`src/rtl/multicycle_ctrl_if.sv`:
```
// rtl/multicycle_ctrl_if.sv - control/status bundle between multicycle_ctrl and the datapath
//
// Groups the controller's datapath-facing signals.
//   master : controller side. It reads instr/eq/mem_ready and drives every select and strobe.
//   slave  : datapath side, the mirror image of master.
// Signals:
//   instr      instruction register contents
//   eq         ALU zero flag
//   mem_ready  the memory finished the current access this cycle
//   PCWrite, IRWrite, AdrSrc, RegWrite, MemWrite, ALUSrcA, ALUSrcB, ResultSrc,
//   ALUCtrl, ImmSrc, jalmuxSel, retire, illegal   controller outputs
interface multicycle_ctrl_if #(
  parameter int DATA_WIDTH    = 32,
  parameter int ALUCTRL_WIDTH = 3
);
  logic [DATA_WIDTH-1:0]    instr;
  logic                     eq;
  logic                     mem_ready;
  logic                     PCWrite;
  logic                     IRWrite;
  logic                     AdrSrc;
  logic                     RegWrite;
  logic                     MemWrite;
  logic [1:0]               ALUSrcA;
  logic [1:0]               ALUSrcB;
  logic [1:0]               ResultSrc;
  logic [ALUCTRL_WIDTH-1:0] ALUCtrl;
  logic [2:0]               ImmSrc;
  logic                     jalmuxSel;
  logic                     retire;
  logic                     illegal;

  modport master (
    input  instr, eq, mem_ready,
    output PCWrite, IRWrite, AdrSrc, RegWrite, MemWrite, ALUSrcA, ALUSrcB,
           ResultSrc, ALUCtrl, ImmSrc, jalmuxSel, retire, illegal
  );

  modport slave (
    output instr, eq, mem_ready,
    input  PCWrite, IRWrite, AdrSrc, RegWrite, MemWrite, ALUSrcA, ALUSrcB,
           ResultSrc, ALUCtrl, ImmSrc, jalmuxSel, retire, illegal
  );
endinterface

```
`src/rtl/multicycle_ctrl.sv`:
```
// rtl/multicycle_ctrl.sv - main control FSM for the multi-cycle core
//
// Sequences the shared register file, ALU and unified memory over several
// cycles per instruction. Outputs are a Moore decode of the state, qualified by
// instr fields, eq and mem_ready where needed. No strobe is registered, so
// reset removes every strobe in the same cycle it is asserted.
// Ports:
//   clk  rising-edge clock
//   rst  asynchronous active-high reset; returns to FETCH and holds all outputs at 0
//   bus  multicycle_ctrl_if.master carrying instr/eq/mem_ready in and all selects and strobes out
module multicycle_ctrl #(
  parameter int DATA_WIDTH    = 32,
  parameter int ALUCTRL_WIDTH = 3
) (
  input  logic               clk,
  input  logic               rst,
  multicycle_ctrl_if.master  bus
);

  localparam logic [ALUCTRL_WIDTH-1:0] alu_add = ALUCTRL_WIDTH'(3'b000);
  localparam logic [ALUCTRL_WIDTH-1:0] alu_sub = ALUCTRL_WIDTH'(3'b001);
  localparam logic [ALUCTRL_WIDTH-1:0] alu_and = ALUCTRL_WIDTH'(3'b010);
  localparam logic [ALUCTRL_WIDTH-1:0] alu_or  = ALUCTRL_WIDTH'(3'b011);
  localparam logic [ALUCTRL_WIDTH-1:0] alu_slt = ALUCTRL_WIDTH'(3'b101);

  localparam logic [2:0] imm_i = 3'b000;
  localparam logic [2:0] imm_s = 3'b001;
  localparam logic [2:0] imm_b = 3'b010;
  localparam logic [2:0] imm_j = 3'b011;
  localparam logic [2:0] imm_u = 3'b100;

  localparam logic [6:0] op_lw   = 7'b0000011;
  localparam logic [6:0] op_sw   = 7'b0100011;
  localparam logic [6:0] op_r    = 7'b0110011;
  localparam logic [6:0] op_i    = 7'b0010011;
  localparam logic [6:0] op_br   = 7'b1100011;
  localparam logic [6:0] op_jal  = 7'b1101111;
  localparam logic [6:0] op_jalr = 7'b1100111;
  localparam logic [6:0] op_lui  = 7'b0110111;

  typedef enum logic [3:0] {
    st_fetch, st_decode, st_memadr, st_memrd, st_memwb, st_memwr,
    st_execr, st_execi, st_aluwb, st_branch, st_jal, st_jalr,
    st_jalrwb, st_lui, st_trap
  } state_t;

  state_t state, state_n;

  logic [6:0] opcode;
  logic [2:0] funct3;
  logic       funct7b5;

  assign opcode   = bus.instr[6:0];
  assign funct3   = bus.instr[14:12];
  assign funct7b5 = bus.instr[30];

  // Register numbers and immediate bits belong to the datapath, not to this FSM.
  logic unused_instr_bits;
  assign unused_instr_bits = ^{bus.instr[DATA_WIDTH-1:31], bus.instr[29:15], bus.instr[11:7]};

  // ALU function for register/immediate arithmetic. alu_ok low marks a funct3
  // the core does not implement; the FSM traps on it.
  logic                     alu_ok;
  logic                     alu_sub_req;
  logic [ALUCTRL_WIDTH-1:0] alu_fn;

  always_comb begin
    alu_ok      = 1'b1;
    alu_fn      = alu_add;
    alu_sub_req = (state == st_execr) && funct7b5;   // immediate forms never subtract
    case (funct3)
      3'b000:  alu_fn = alu_sub_req ? alu_sub : alu_add;
      3'b111:  alu_fn = alu_and;
      3'b110:  alu_fn = alu_or;
      3'b010:  alu_fn = alu_slt;
      default: alu_ok = 1'b0;
    endcase
  end

  // Immediate format selected in DECODE so the branch/jal target can be precomputed.
  logic [2:0] imm_by_op;

  always_comb begin
    imm_by_op = imm_i;
    case (opcode)
      op_sw:   imm_by_op = imm_s;
      op_br:   imm_by_op = imm_b;
      op_jal:  imm_by_op = imm_j;
      op_lui:  imm_by_op = imm_u;
      default: imm_by_op = imm_i;
    endcase
  end

  always_ff @(posedge clk or posedge rst) begin
    if (rst) begin
      state <= st_fetch;
    end else begin
      state <= state_n;
    end
  end

  logic                     pc_write;
  logic                     ir_write;
  logic                     adr_src;
  logic                     reg_write;
  logic                     mem_write;
  logic [1:0]               alu_src_a;
  logic [1:0]               alu_src_b;
  logic [1:0]               result_src;
  logic [ALUCTRL_WIDTH-1:0] alu_ctrl;
  logic [2:0]               imm_src;
  logic                     jalmux_sel;
  logic                     retire_o;
  logic                     illegal_o;

  always_comb begin
    state_n    = state;
    pc_write   = 1'b0;
    ir_write   = 1'b0;
    adr_src    = 1'b0;
    reg_write  = 1'b0;
    mem_write  = 1'b0;
    alu_src_a  = 2'b00;
    alu_src_b  = 2'b00;
    result_src = 2'b00;
    alu_ctrl   = alu_add;
    imm_src    = imm_i;
    jalmux_sel = 1'b0;
    retire_o   = 1'b0;
    illegal_o  = 1'b0;

    // While reset is held every output stays at 0 regardless of state.
    if (!rst) begin
      case (state)
        st_fetch: begin
          // PC+4 computed on the ALU and written straight back to PC.
          alu_src_b  = 2'b10;
          result_src = 2'b10;
          pc_write   = bus.mem_ready;
          ir_write   = bus.mem_ready;
          if (bus.mem_ready) state_n = st_decode;
        end

        st_decode: begin
          // oldPC + imm lands in ALUOut for BRANCH/JAL to use next cycle.
          alu_src_a = 2'b01;
          alu_src_b = 2'b01;
          imm_src   = imm_by_op;
          case (opcode)
            op_lw, op_sw: state_n = st_memadr;
            op_r:         state_n = st_execr;
            op_i:         state_n = st_execi;
            op_br:        state_n = st_branch;
            op_jal:       state_n = st_jal;
            op_jalr:      state_n = st_jalr;
            op_lui:       state_n = st_lui;
            default:      state_n = st_trap;
          endcase
        end

        st_execr: begin
          alu_src_a = 2'b10;
          alu_src_b = 2'b00;
          alu_ctrl  = alu_fn;
          state_n   = alu_ok ? st_aluwb : st_trap;
        end

        st_execi: begin
          alu_src_a = 2'b10;
          alu_src_b = 2'b01;
          imm_src   = imm_i;
          alu_ctrl  = alu_fn;
          state_n   = alu_ok ? st_aluwb : st_trap;
        end

        st_lui: begin
          // rs1 is forced to x0 by the decoder, so x0 + U-imm is the result.
          alu_src_a = 2'b10;
          alu_src_b = 2'b01;
          imm_src   = imm_u;
          state_n   = st_aluwb;
        end

        st_aluwb: begin
          result_src = 2'b00;
          reg_write  = 1'b1;
          retire_o   = 1'b1;
          state_n    = st_fetch;
        end

        st_memadr: begin
          alu_src_a = 2'b10;
          alu_src_b = 2'b01;
          imm_src   = (opcode == op_sw) ? imm_s : imm_i;
          state_n   = (opcode == op_sw) ? st_memwr : st_memrd;
        end

        st_memrd: begin
          adr_src = 1'b1;
          if (bus.mem_ready) state_n = st_memwb;
        end

        st_memwb: begin
          result_src = 2'b01;
          reg_write  = 1'b1;
          retire_o   = 1'b1;
          state_n    = st_fetch;
        end

        st_memwr: begin
          // Strobe held for the whole wait; the store completes on mem_ready.
          adr_src   = 1'b1;
          mem_write = 1'b1;
          if (bus.mem_ready) begin
            retire_o = 1'b1;
            state_n  = st_fetch;
          end
        end

        st_branch: begin
          alu_src_a  = 2'b10;
          alu_src_b  = 2'b00;
          alu_ctrl   = alu_sub;
          result_src = 2'b00;
          state_n    = st_fetch;
          case (funct3)
            3'b000: begin
              pc_write = bus.eq;
              retire_o = 1'b1;
            end
            3'b001: begin
              pc_write = !bus.eq;
              retire_o = 1'b1;
            end
            default: state_n = st_trap;
          endcase
        end

        st_jal: begin
          // Target was precomputed in DECODE; rd gets oldPC+4 via jalmuxSel.
          result_src = 2'b00;
          pc_write   = 1'b1;
          reg_write  = 1'b1;
          jalmux_sel = 1'b1;
          retire_o   = 1'b1;
          state_n    = st_fetch;
        end

        st_jalr: begin
          alu_src_a = 2'b10;
          alu_src_b = 2'b01;
          imm_src   = imm_i;
          state_n   = st_jalrwb;
        end

        st_jalrwb: begin
          result_src = 2'b00;
          pc_write   = 1'b1;
          reg_write  = 1'b1;
          jalmux_sel = 1'b1;
          retire_o   = 1'b1;
          state_n    = st_fetch;
        end

        st_trap: begin
          illegal_o = 1'b1;
          state_n   = st_trap;
        end

        default: state_n = st_trap;
      endcase
    end
  end

  assign bus.PCWrite   = pc_write;
  assign bus.IRWrite   = ir_write;
  assign bus.AdrSrc    = adr_src;
  assign bus.RegWrite  = reg_write;
  assign bus.MemWrite  = mem_write;
  assign bus.ALUSrcA   = alu_src_a;
  assign bus.ALUSrcB   = alu_src_b;
  assign bus.ResultSrc = result_src;
  assign bus.ALUCtrl   = alu_ctrl;
  assign bus.ImmSrc    = imm_src;
  assign bus.jalmuxSel = jalmux_sel;
  assign bus.retire    = retire_o;
  assign bus.illegal   = illegal_o;

endmodule

```
`src/flat_wrapper.sv`:
```
// flat-port wrapper written by rule: the top's interface ports become plain ports
module multicycle_ctrl_flat 
#(
  parameter int DATA_WIDTH    = 32,
  parameter int ALUCTRL_WIDTH = 3
)
  (clk, rst, bus_instr, bus_eq, bus_mem_ready, bus_PCWrite, bus_IRWrite, bus_AdrSrc, bus_RegWrite, bus_MemWrite, bus_ALUSrcA, bus_ALUSrcB, bus_ResultSrc, bus_ALUCtrl, bus_ImmSrc, bus_jalmuxSel, bus_retire, bus_illegal);
  multicycle_ctrl_if #(.DATA_WIDTH(DATA_WIDTH), .ALUCTRL_WIDTH(ALUCTRL_WIDTH)) bus_i ();
  input  logic clk;
  input  logic rst;
  input wire logic [$bits(bus_i.instr)-1:0] bus_instr;
  input wire logic [$bits(bus_i.eq)-1:0] bus_eq;
  input wire logic [$bits(bus_i.mem_ready)-1:0] bus_mem_ready;
  output wire logic [$bits(bus_i.PCWrite)-1:0] bus_PCWrite;
  output wire logic [$bits(bus_i.IRWrite)-1:0] bus_IRWrite;
  output wire logic [$bits(bus_i.AdrSrc)-1:0] bus_AdrSrc;
  output wire logic [$bits(bus_i.RegWrite)-1:0] bus_RegWrite;
  output wire logic [$bits(bus_i.MemWrite)-1:0] bus_MemWrite;
  output wire logic [$bits(bus_i.ALUSrcA)-1:0] bus_ALUSrcA;
  output wire logic [$bits(bus_i.ALUSrcB)-1:0] bus_ALUSrcB;
  output wire logic [$bits(bus_i.ResultSrc)-1:0] bus_ResultSrc;
  output wire logic [$bits(bus_i.ALUCtrl)-1:0] bus_ALUCtrl;
  output wire logic [$bits(bus_i.ImmSrc)-1:0] bus_ImmSrc;
  output wire logic [$bits(bus_i.jalmuxSel)-1:0] bus_jalmuxSel;
  output wire logic [$bits(bus_i.retire)-1:0] bus_retire;
  output wire logic [$bits(bus_i.illegal)-1:0] bus_illegal;
  assign bus_i.instr = bus_instr;
  assign bus_i.eq = bus_eq;
  assign bus_i.mem_ready = bus_mem_ready;
  assign bus_PCWrite = bus_i.PCWrite;
  assign bus_IRWrite = bus_i.IRWrite;
  assign bus_AdrSrc = bus_i.AdrSrc;
  assign bus_RegWrite = bus_i.RegWrite;
  assign bus_MemWrite = bus_i.MemWrite;
  assign bus_ALUSrcA = bus_i.ALUSrcA;
  assign bus_ALUSrcB = bus_i.ALUSrcB;
  assign bus_ResultSrc = bus_i.ResultSrc;
  assign bus_ALUCtrl = bus_i.ALUCtrl;
  assign bus_ImmSrc = bus_i.ImmSrc;
  assign bus_jalmuxSel = bus_i.jalmuxSel;
  assign bus_retire = bus_i.retire;
  assign bus_illegal = bus_i.illegal;
  multicycle_ctrl #(.DATA_WIDTH(DATA_WIDTH), .ALUCTRL_WIDTH(ALUCTRL_WIDTH)) u_core (.clk(clk), .rst(rst), .bus(bus_i));
endmodule
```
`config.mk`:
```
export PLATFORM = sky130hd
export DESIGN_NAME = multicycle_ctrl_flat
export DESIGN_NICKNAME = d
export VERILOG_FILES = /design/src/rtl/multicycle_ctrl_if.sv /design/src/rtl/multicycle_ctrl.sv /design/src/flat_wrapper.sv
export SDC_FILE = /design/constraint.sdc
export NUM_CORES = 1
export LEC_CHECK = 0
export ABC_AREA = 0
export CORE_MARGIN = 2
export CORE_UTILIZATION = 38
export DETAILED_ROUTE_END_ITERATION = 16
export HOLD_SLACK_MARGIN = 0.15
export PLACE_DENSITY_LB_ADDON = 0.25
export RECOVER_POWER = 25
export SYNTH_ARGS = -nofsm -noshare
export SYNTH_HDL_FRONTEND = slang
export SYNTH_SLANG_ARGS = --single-unit
export TNS_END_PERCENT = 30
```
`constraint.sdc`:
```
create_clock -name clk -period 4.4 [get_ports clk]
set_input_delay 1.1 -clock clk [delete_from_list [all_inputs] [get_ports clk]]
set_output_delay 1.1 -clock clk [all_outputs]
set_load 0.02 [all_outputs]
```
* Word level (Yosys, flattened, before mapping)
Cells that the tools add are included.
Storage, ports and cells: flip-flop bits (word level) 4, bits of input ports 36, output and inout port bits 20, word-level logic and storage cells 87
Cells by class: equality and inequality tests 29, muxes and demuxes 42, bitwise gates (word level) 1, reductions and logical operators 14
Operators by type and width (count):
- case mux 4 bit (10 select lines) | 1
- equality test 4 bit, second input constant | 7
- case mux 4 bit (7 select lines) | 1
- case mux 3 bit (4 select lines) | 2
- equality test 7 x 6 -> 1 bit, second input constant | 3
- equality test 7 bit, second input constant | 3
- two-way mux 1 bit | 19
- equality test 4 x 3 -> 1 bit, second input constant | 4
- two-way mux 4 bit | 4
- two-way mux 3 bit | 4
- case mux 2 bit (2 select lines) | 3
- OR reduction 2 bit | 5
- case mux 3 bit (3 select lines) | 1
- equality test 4 x 2 -> 1 bit, second input constant | 2
- OR reduction 4 bit | 2
- equality test 7 x 2 -> 1 bit, second input constant | 1
- equality test 7 x 5 -> 1 bit, second input constant | 1
- equality test 3 bit, second input constant | 2
- two-way mux 2 bit | 3
- != test 2 bit, second input constant | 3
- case mux 1 bit (3 select lines) | 2
- case mux 3 bit (2 select lines) | 1
- OR reduction 6 bit | 1
- OR reduction 5 bit | 1
- 10 further kinds | 10

* Logic depth before layout (Yosys ltp)
Gate-level depths: netlist of the first run.
word-level depth 6, mapped depth 6, depth with buffers taken out 4

* Worst setup path after synthesis of the first run
OpenSTA, ideal clock, no wires.
path kind input -> output, from in bus_instr[2], to out bus_ImmSrc[2], arrival time 2342 ps, data required time 3300 ps, setup slack 958 ps, cell stages on the path 5, buffers on the path 1, cell sequence clkbuf_1 > nand3b_1 > nor4_1 > a21oi_1 > nor4_1
On the way: cells in the longest elaborated chain, start to end 4, elaborated cells on any way between the ends 7, those cells by class 4 x eq/ne; 3 x mux
RTL lines:
- start, declared | RTL line flat_wrapper.sv:11 | input wire logic [$bits(bus_i.instr)-1:0] bus_instr;
- equality test 7 x 6 -> 1 bit or equality test 7 bit (tied branches) | RTL line multicycle_ctrl.sv:85 | case (opcode)
- case mux 3 bit (4 select lines) * | RTL line multicycle_ctrl.sv:85
- case mux 3 bit (3 select lines) * | RTL line multicycle_ctrl.sv:134 | case (state)
- two-way mux 3 bit * | RTL line multicycle_ctrl.sv:133 | if (!rst) begin
- end, declared | RTL line flat_wrapper.sv:23 | output wire logic [$bits(bus_i.ImmSrc)-1:0] bus_ImmSrc;
Every way passes the cells marked *; elsewhere a longest branch is shown, timed or not.

* Worst setup path in the final report of the first run
from in bus_instr[4], to out bus_ImmSrc[0]
On the way: cells in the longest elaborated chain, start to end 4, elaborated cells on any way between the ends 8, those cells by class 4 x eq/ne; 4 x mux
RTL lines (RTL line):
- equality test 7 x 6 -> 1 bit (tied with other cells) | multicycle_ctrl.sv:85
- case mux 3 bit (4 select lines) or two-way mux 1 bit (tied branches) | multicycle_ctrl.sv:85, multicycle_ctrl.sv:194
- case mux 3 bit (3 select lines) * | multicycle_ctrl.sv:134
- two-way mux 3 bit * | multicycle_ctrl.sv:133
Marked as above.

==> summary.md, run 1 <==
The flow ran to the end, and the final reports show no timing, DRC or antenna violations. Buffers inserted to repair hold after CTS numbered 0. The total count of hold-check failures in the final report is 0, and the via count is 1,072. After synthesis the cells add up to 828.3 um^2. The net load switching power came out at 279.0 uW. Of all nets on the critical path, the largest fanout is 6. The prevailing post-synth register cell was dfrtp_1. The register with the most flip-flops in the layout has 4 of them. Clock tree synthesis selected as its root buffer the cell clkbuf_4. After clock tree synthesis, the clock-pin slew on the worst setup and hold paths is 30 ps. Setup violations remaining at the end of the flow were counted as 0. Gates resized during post-CTS repair numbered 0. The worst setup path is of the in2out kind. The tools report the kind of launch point of the worst setup path as a primary input. The buffer depth of the longest clock path was 2; the pin count of the biggest net entering global routing was 22. The worst min-delay path class is reg2reg. Cell internal power was estimated by the tool at 262.4 uW.

From left edge to right edge, the die measures 50.69 um. Counting flops per register, the top entry is u_core.state. After detailed routing, the number of vias per cell comes to 5.763. The synthesized design contains 0 enable-type register cells. The logs give 0.4137 for the effective utilization at floorplan and 0.002002 mm^2 for the area of the core. At the end of the flow, the number of nets in the layout was 197. Final count of pins violating max slew: 0. Count of mapped cells out of synthesis: 123. The fraction of post-synthesis cell area in the top cell type by area was 0.1208; the routability congestion estimate was 0.8403. Data on the critical path arrives at its endpoint at 3130 ps.

For the initial antenna violation count, the log shows 0. Remaining antenna violation count: 0. The total of max-cap violations is 0, and the final cell utilization of the core is 0.6156. The switching share of total power came out at 0.5154. The tools report the total global routing track utilization as 0.1949. The proportion of register bits with asynchronous set or reset after synthesis is 1.000. Max-slew headroom at the worst pin: 0.5885. The portion of the post-synthesis area used by sequential elements is 0.1208. Largest vdd supply drop: 225.7 uV. Global routing finished with a remaining overflow of 0.

The post-route fraction of the period consumed by the critical path is 0.9616, and the count of state elements after synthesis is 4. Critical path endpoint category: an output pin. Leaving out fill and tap cells, the most frequent cell in the layout is clkdlybuf4s50_1. In this run, CTS created clock tree buffers numbering 3. The total inserted antenna cells was 0. Setup repair after global routing left no endpoint under its margin. From synthesis to final layout, the design area changed by 48.79%. The post-CTS setup buffer count was 0. Across the routed clock network, the largest skew measured is 7.971 ps. The number of iterations in the first detailed-routing pass is 4, and the number of rows created at floorplan is 16. TritonCTS built the clock tree.

Derived from the worst setup path, the maximum achievable clock frequency is 0.2364 GHz. Data on the critical path is required at its endpoint by 3300 ps. The run gives 4 as the clock net sink count. The run gives 3960 um as the wire length of the first global-routing pass. The average cell area after synthesis is 6.734 um^2, and the worst hold slack across all endpoints is 726.4 ps. The boundary pin count is 56. dfrtp_1 takes more of the synthesized area than any other cell. The ratio of cells with drive above 1 in the final layout was 0.06918. The run gives 159 as the synthesized netlist net count. Clock latency on the worst-skew pair, taken at its later pin, is 240 ps. The power share of the clock group was 0.085; the summed negative setup slack over all endpoints was 0 ps. Port buffering added 34 buffers. For the reported leakage power, the log shows 0.4649 nW.

Placement-stage cell area: 0.001217 mm^2. For this block, the initial DRC count from the detailed router was 33. In this run, distinct cell masters in the synthesized netlist total 44. For the fraction of power consumed by combinational cells, the log shows 0.747. The floorplan step set the die height to 50.69 um.

The remaining routing DRC violations was 0; the post-layout minimum cycle time was 4231 ps. The largest registers in the layout are u_core.state (4). The logs give 0 for the number of warning messages in the yosys log and 2467 um for the detailed-route wire length. The run gives 0.001232 mm^2 as the final non-filler cell area.

In the layout the commonest cells are 32 x clkdlybuf4s50_1, 12 x a21oi_1, 9 x nor2_1. The area of the die was 0.002569 mm^2; the per-cell routed wire length was 13.26 um. The logs give 910 for the via count of the first global-routing pass and 0.169 for the proportion of power drawn by flip-flops and latches.

Ranked by total cell area, the synthesized netlist is headed by dfrtp_1 12%, a21oi_1 7.3%, nor3_1 4.8%, nand2b_1 4.5%, nor4_1 4.5%. The actual slew at the worst max-slew pin came out at 608.7 ps. The sum of net half-perimeters after detailed placement is 1900 um, and the power per standard cell area is 439.3 mW/mm^2. The run gives 1 as the maximum level of the CTS H-tree.
layout make-up:
cell class | count | area [um^2]
clock buffers | 3 | 22.52
fillers | 194 | 769.5
inverters | 7 | 26.28
multi-input cells | 103 | 656.9
flip-flops and latches | 4 | 100.1
well taps | 27 | 33.78
repair buffers | 42 | 392.9
layer usage:
layer	up-vias	track usage	wire length, um
li1	539	-	-
met1	498	0.2750	1159
met2	33	0.3202	1168
met3	2	0.008929	131
met4	0	0.05405	7
met5	-	0	0
worst paths after layout:
path | startpoint | endpoint | depth (start not counted) | slack, ps
setup / recovery | bus_instr[4] | bus_ImmSrc[0] | 6 | 170
hold / removal | u_core.state[0] | u_core.state[0] | 3 | 730
setup reg to reg | u_core.state[2] | u_core.state[0] | 4 | 2440
hold reg to reg | u_core.state[0] | u_core.state[0] | 3 | 730
max in group asynchronous | rst | u_core.state[2] | 3 | 2600
min in group asynchronous | rst | u_core.state[3] | 3 | 1550
synthesized netlist by cell type, types with 2 or more instances:
library cell / number
a21oi_1: 12
dfrtp_1: 4
nand3b_1: 3
and3b_1: 3
a31oi_1: 2
nor4_1: 6
nor2b_1: 4
nor3_1: 8
xor2_1: 2
clkbuf_1: 4
and4b_1: 2
nor2_1: 9
inv_1: 7
nor3b_1: 2
buf_2: 3
nand2_1: 7
nand3_1: 2
xnor2_1: 2
nand2b_1: 6
and3_1: 3
or3_1: 3
o21ai_0: 6
a32oi_1: 2
per-stage QoR:
stage          worst slack, ps  total power, mW  std cells
4_1_cts                  186.3           0.5420        186
5_1_grt                  81.06           0.5863        186
6_report                 169.2           0.5414        186
3_3_place_gp             239.5           0.4863        183
2_1_floorplan            957.8           0.3643        123
3_5_place_dp             191.6           0.4919        183
kinds of logic after synthesis:
| group | synth area share |
|---|---|
| compound gates | 0.2719 |
| mux | 0.01209 |
| flops | 0.1209 |
| buf+inv | 0.08609 |
| simple gates | 0.4668 |
| xor+xnor | 0.04230 |
critical path, stage by stage:
cell,delay (ps)
clkdlybuf4s50_1,490
nor2b_1,220
nand4_1,140
or3_1,360
a21oi_1,190
clkdlybuf4s50_1,630
power groups by stage:
stage | Combinational [mW] | Sequential (mW) | Clock, mW
finish | 0.404 | 0.0913 | 0.0458
global route | 0.440 | 0.0960 | 0.0503
CTS | 0.403 | 0.0905 | 0.0481
detailed placement | 0.402 | 0.0902 | 0
global placement | 0.396 | 0.0902 | 0
floorplan | 0.304 | 0.0603 | 0
Power figures use the tool's default switching activity.
==> run 2, diff against run 1 <==
--- a/config.mk
+++ b/config.mk
@@ -8,6 +8,7 @@
 export ABC_AREA = 0
 export CORE_MARGIN = 2
 export CORE_UTILIZATION = 38
+export CTS_CLUSTER_SIZE = 30
 export DETAILED_ROUTE_END_ITERATION = 16
 export HOLD_SLACK_MARGIN = 0.15
 export PLACE_DENSITY_LB_ADDON = 0.25
==> results of run 2 <==
No change in the layout: final DEF, timing and power equal those of run 1.
==> run 3, diff against run 2 <==
--- a/config.mk
+++ b/config.mk
@@ -7,7 +7,7 @@
 export LEC_CHECK = 0
 export ABC_AREA = 0
 export CORE_MARGIN = 2
-export CORE_UTILIZATION = 38
+export CORE_UTILIZATION = 25
 export CTS_CLUSTER_SIZE = 30
 export DETAILED_ROUTE_END_ITERATION = 16
 export HOLD_SLACK_MARGIN = 0.15
==> run 3 against run 2 <==
  * Non-clock buffer count down 1
  * Largest power group unchanged
  * Worst hold slack lost 85 ps
  * Largest cell class unchanged
  * Setup slack gained 68 ps
  * Critical path type unchanged
  * First-iteration DRC count is 6.1% lower
==> summary.md, run 3 (synthesis gave the netlist of run 1 again) <==
For the remaining antenna violation count, the log shows 0 (unchanged). The final count of pins violating max slew is 0 (unchanged), and the total of max-cap violations is 0 (unchanged). The root buffer cell was clkbuf_4 (unchanged). The via count of the first global-routing pass was 965 (was 910).

The tools report the initial antenna violation count as 0 (unchanged). The startpoint of the worst-slack reg-to-reg timing path was u_core.state[2] (unchanged). The tools report the clock net sink count as 4 (unchanged). The run gives 196 (was 197) as the final layout net count. The run gives 0 (unchanged) as the total inserted antenna cells. Worst min-delay path class: reg2reg (unchanged). Number of vias per cell after detailed routing: 5.282 (was 5.763).

The critical path's largest stage delay was 700 ps (was 630 ps); the post-CTS setup buffer count was 0 (unchanged). Kind of launch point of the worst setup path: a primary input (unchanged). The critical path endpoint category was an output pin (unchanged).

Cells along the critical path: dlygate4sd3_1, inv_1, clkbuf_1, and4_1, clkdlybuf4s50_1 (was clkdlybuf4s50_1, nor2b_1, nand4_1, or3_1, a21oi_1, clkdlybuf4s50_1). Count of buffers from port buffering: 34 (unchanged). Critical path start-end classification: in2out (unchanged).

The pin count of the biggest net entering global routing is 22 (unchanged). Number of rows created at floorplan: 20 (was 16). The slowest library cell on the worst path was dlygate4sd3_1 (was clkdlybuf4s50_1). Final worst clock skew: 3.572 ps (was 7.971 ps). Final non-filler cell area: 0.001246 mm^2 (was 0.001232 mm^2). The kind of cell adding the most delay to the critical path was buffers and inverters (unchanged). The combined buffer and inverter count along the critical path is 4 (was 2). The run finished with clean final reports. The number of iterations in the first detailed-routing pass was 4 (unchanged). The run gives 0.2402 GHz (was 0.2364 GHz) as the fmax. The overall die width is 61.56 um (was 50.69 um). The summed negative setup slack over all endpoints was 0 ps (unchanged). Leading cell types in the layout, fill and taps excluded: 33 x clkdlybuf4s50_1, 12 x a21oi_1, 9 x nor2_1 (was 32 x clkdlybuf4s50_1, 12 x a21oi_1, 9 x nor2_1).

The number of buffers inserted by hold repair at cts was 0 (unchanged); the actual slew at the worst max-slew pin was 579.5 ps (was 608.7 ps). Maximum level of the CTS H-tree: 1 (unchanged). The run gives 0.2669 (was 0.4137) as the effective utilization at floorplan.

Buffer depth of the longest clock path: 2 (unchanged). The clock latency reported for the late side of the worst-skew pair was 230 ps (was 240 ps); the area of the die was 0.003790 mm^2 (was 0.002569 mm^2). The tools report the placement-stage cell area as 0.001231 mm^2 (was 0.001217 mm^2). Global-route congestion overflow total: 0 (unchanged). For the final setup violation count, the log shows 0 (unchanged). The max-slew headroom at the worst pin is 0.6082 (was 0.5885). The number of flip-flops under the largest register name was 4 (unchanged); the fill cell total of the finished layout was 352 (was 194). The reported leakage power was 0.4595 nW (was 0.4649 nW). The clock edge transition at the registers on the reported setup and hold paths is 40 ps (was 30 ps), and the wire length of the first global-routing pass is 4333 um (was 3960 um). The detailed-route wire length came out at 2540 um (was 2467 um). Registers with the highest flip-flop counts: u_core.state (4) (unchanged).

Y dimension of the die: 61.56 um (was 50.69 um). The largest driver fanout on the critical path was 11 (was 6). Most common cell after layout, fill and taps aside: clkdlybuf4s50_1 (unchanged). The launch point of the critical path is rst (was bus_instr[4]). TritonCTS built the clock tree. The logs give 0.003103 mm^2 (was 0.002002 mm^2) for the area of the core and 1,067 (was 1,072) for the via count. The total global routing track utilization was 0.1454 (was 0.1949). Number of instances resized during post-cts repair: 0 (unchanged).

The sum of net half-perimeters after detailed placement was 1970 um (was 1900 um). The post-layout minimum cycle time was 4163 ps (was 4231 ps); the power per standard cell area was 431.9 mW/mm^2 (was 439.3 mW/mm^2). The register name with the most flops is u_core.state (unchanged). The largest vdd supply drop is 125.0 uV (was 225.7 uV). The run gives 0 (unchanged) as the remaining routing DRC violations. The routability congestion estimate is 0.8498 (was 0.8403), and the DRC marker count from the first detailed-route iteration is 31 (was 33). The post-route fraction of the period consumed by the critical path came out at 0.9462 (was 0.9616).

The ratio of cells with drive above 1 in the final layout works out to 0.06329 (was 0.06918). Boundary pin count: 56 (unchanged). Setup repair after global routing left no endpoint under its margin.

The per-cell routed wire length came out at 12.57 um (was 13.26 um). The growth of design area from synthesis to finish is 50.45% (was 48.79%), and the worst path arrival time is 3060 ps (was 3130 ps). Worst min-delay path startpoint: u_core.state[0] (unchanged).

The total count of hold-check failures in the final report was 0 (unchanged); the endpoint required time on the critical path was 3300 ps (about the same). The run gives 3 (unchanged) as the number of buffers added by the clock tree synthesis step.
run 3: power breakdown:
part	total (mW)	leakage [nW]	internal, mW	switching [mW]
sequential	0.112	0.0497	0.0531	0.0591
clock	0.0468	0.0138	0.0306	0.0162
combinational	0.379	0.396	0.174	0.205
total	0.538	0.459	0.258	0.280
run 3: metrics by stage:
stage,hold WS [ps],instances,utilization,power [mW],setup WS [ps]
3_5_place_dp,616.7,199,0.3968,0.4889,232.3
6_report,641.7,202,0.4016,0.5382,236.9
3_3_place_gp,605.6,199,0.3968,0.4904,221.1
2_1_floorplan,596.2,123,-,0.3643,957.8
5_1_grt,661.0,202,0.4016,0.5834,43.87
4_1_cts,634.9,202,0.4040,0.5387,221.8
run 3: cell type report:
cell class,instances,area (um^2),share of cell area
Tap cell,44,55.05,0.04418
Multi-Input combinational cell,103,656.9,0.5271
Inverter,7,26.28,0.02108
Clock buffer,3,22.52,0.01807
Timing Repair Buffer,41,385.4,0.3092
Sequential cell,4,100.1,0.08032
run 3: worst reg2reg max path, stage by stage (launching register included):
cell	delay [ps]
dfrtp_1	710
xor2_1	280
a221oi_1	490
mux2i_1	240
o31ai_1	90
run 3: routing by layer:
metal  vias up  global-route usage  part of all wire
met5         -                   0                 0
met1       512              0.2090              0.47
met4         0             0.03647                 0
met3         0             0.01050             0.034
met2        21              0.2346              0.49
li1        534                   -                 -
run 3: worst paths after layout:
check	cells after the start	endpoint	slack, ps
min in group asynchronous	3	u_core.state[3]	1590
worst min register to register	2	u_core.state[0]	640
max in group asynchronous	3	u_core.state[0]	2570
worst max register to register	4	u_core.state[0]	2460
worst max-delay path	5	bus_AdrSrc	240
worst min-delay path	2	u_core.state[0]	640
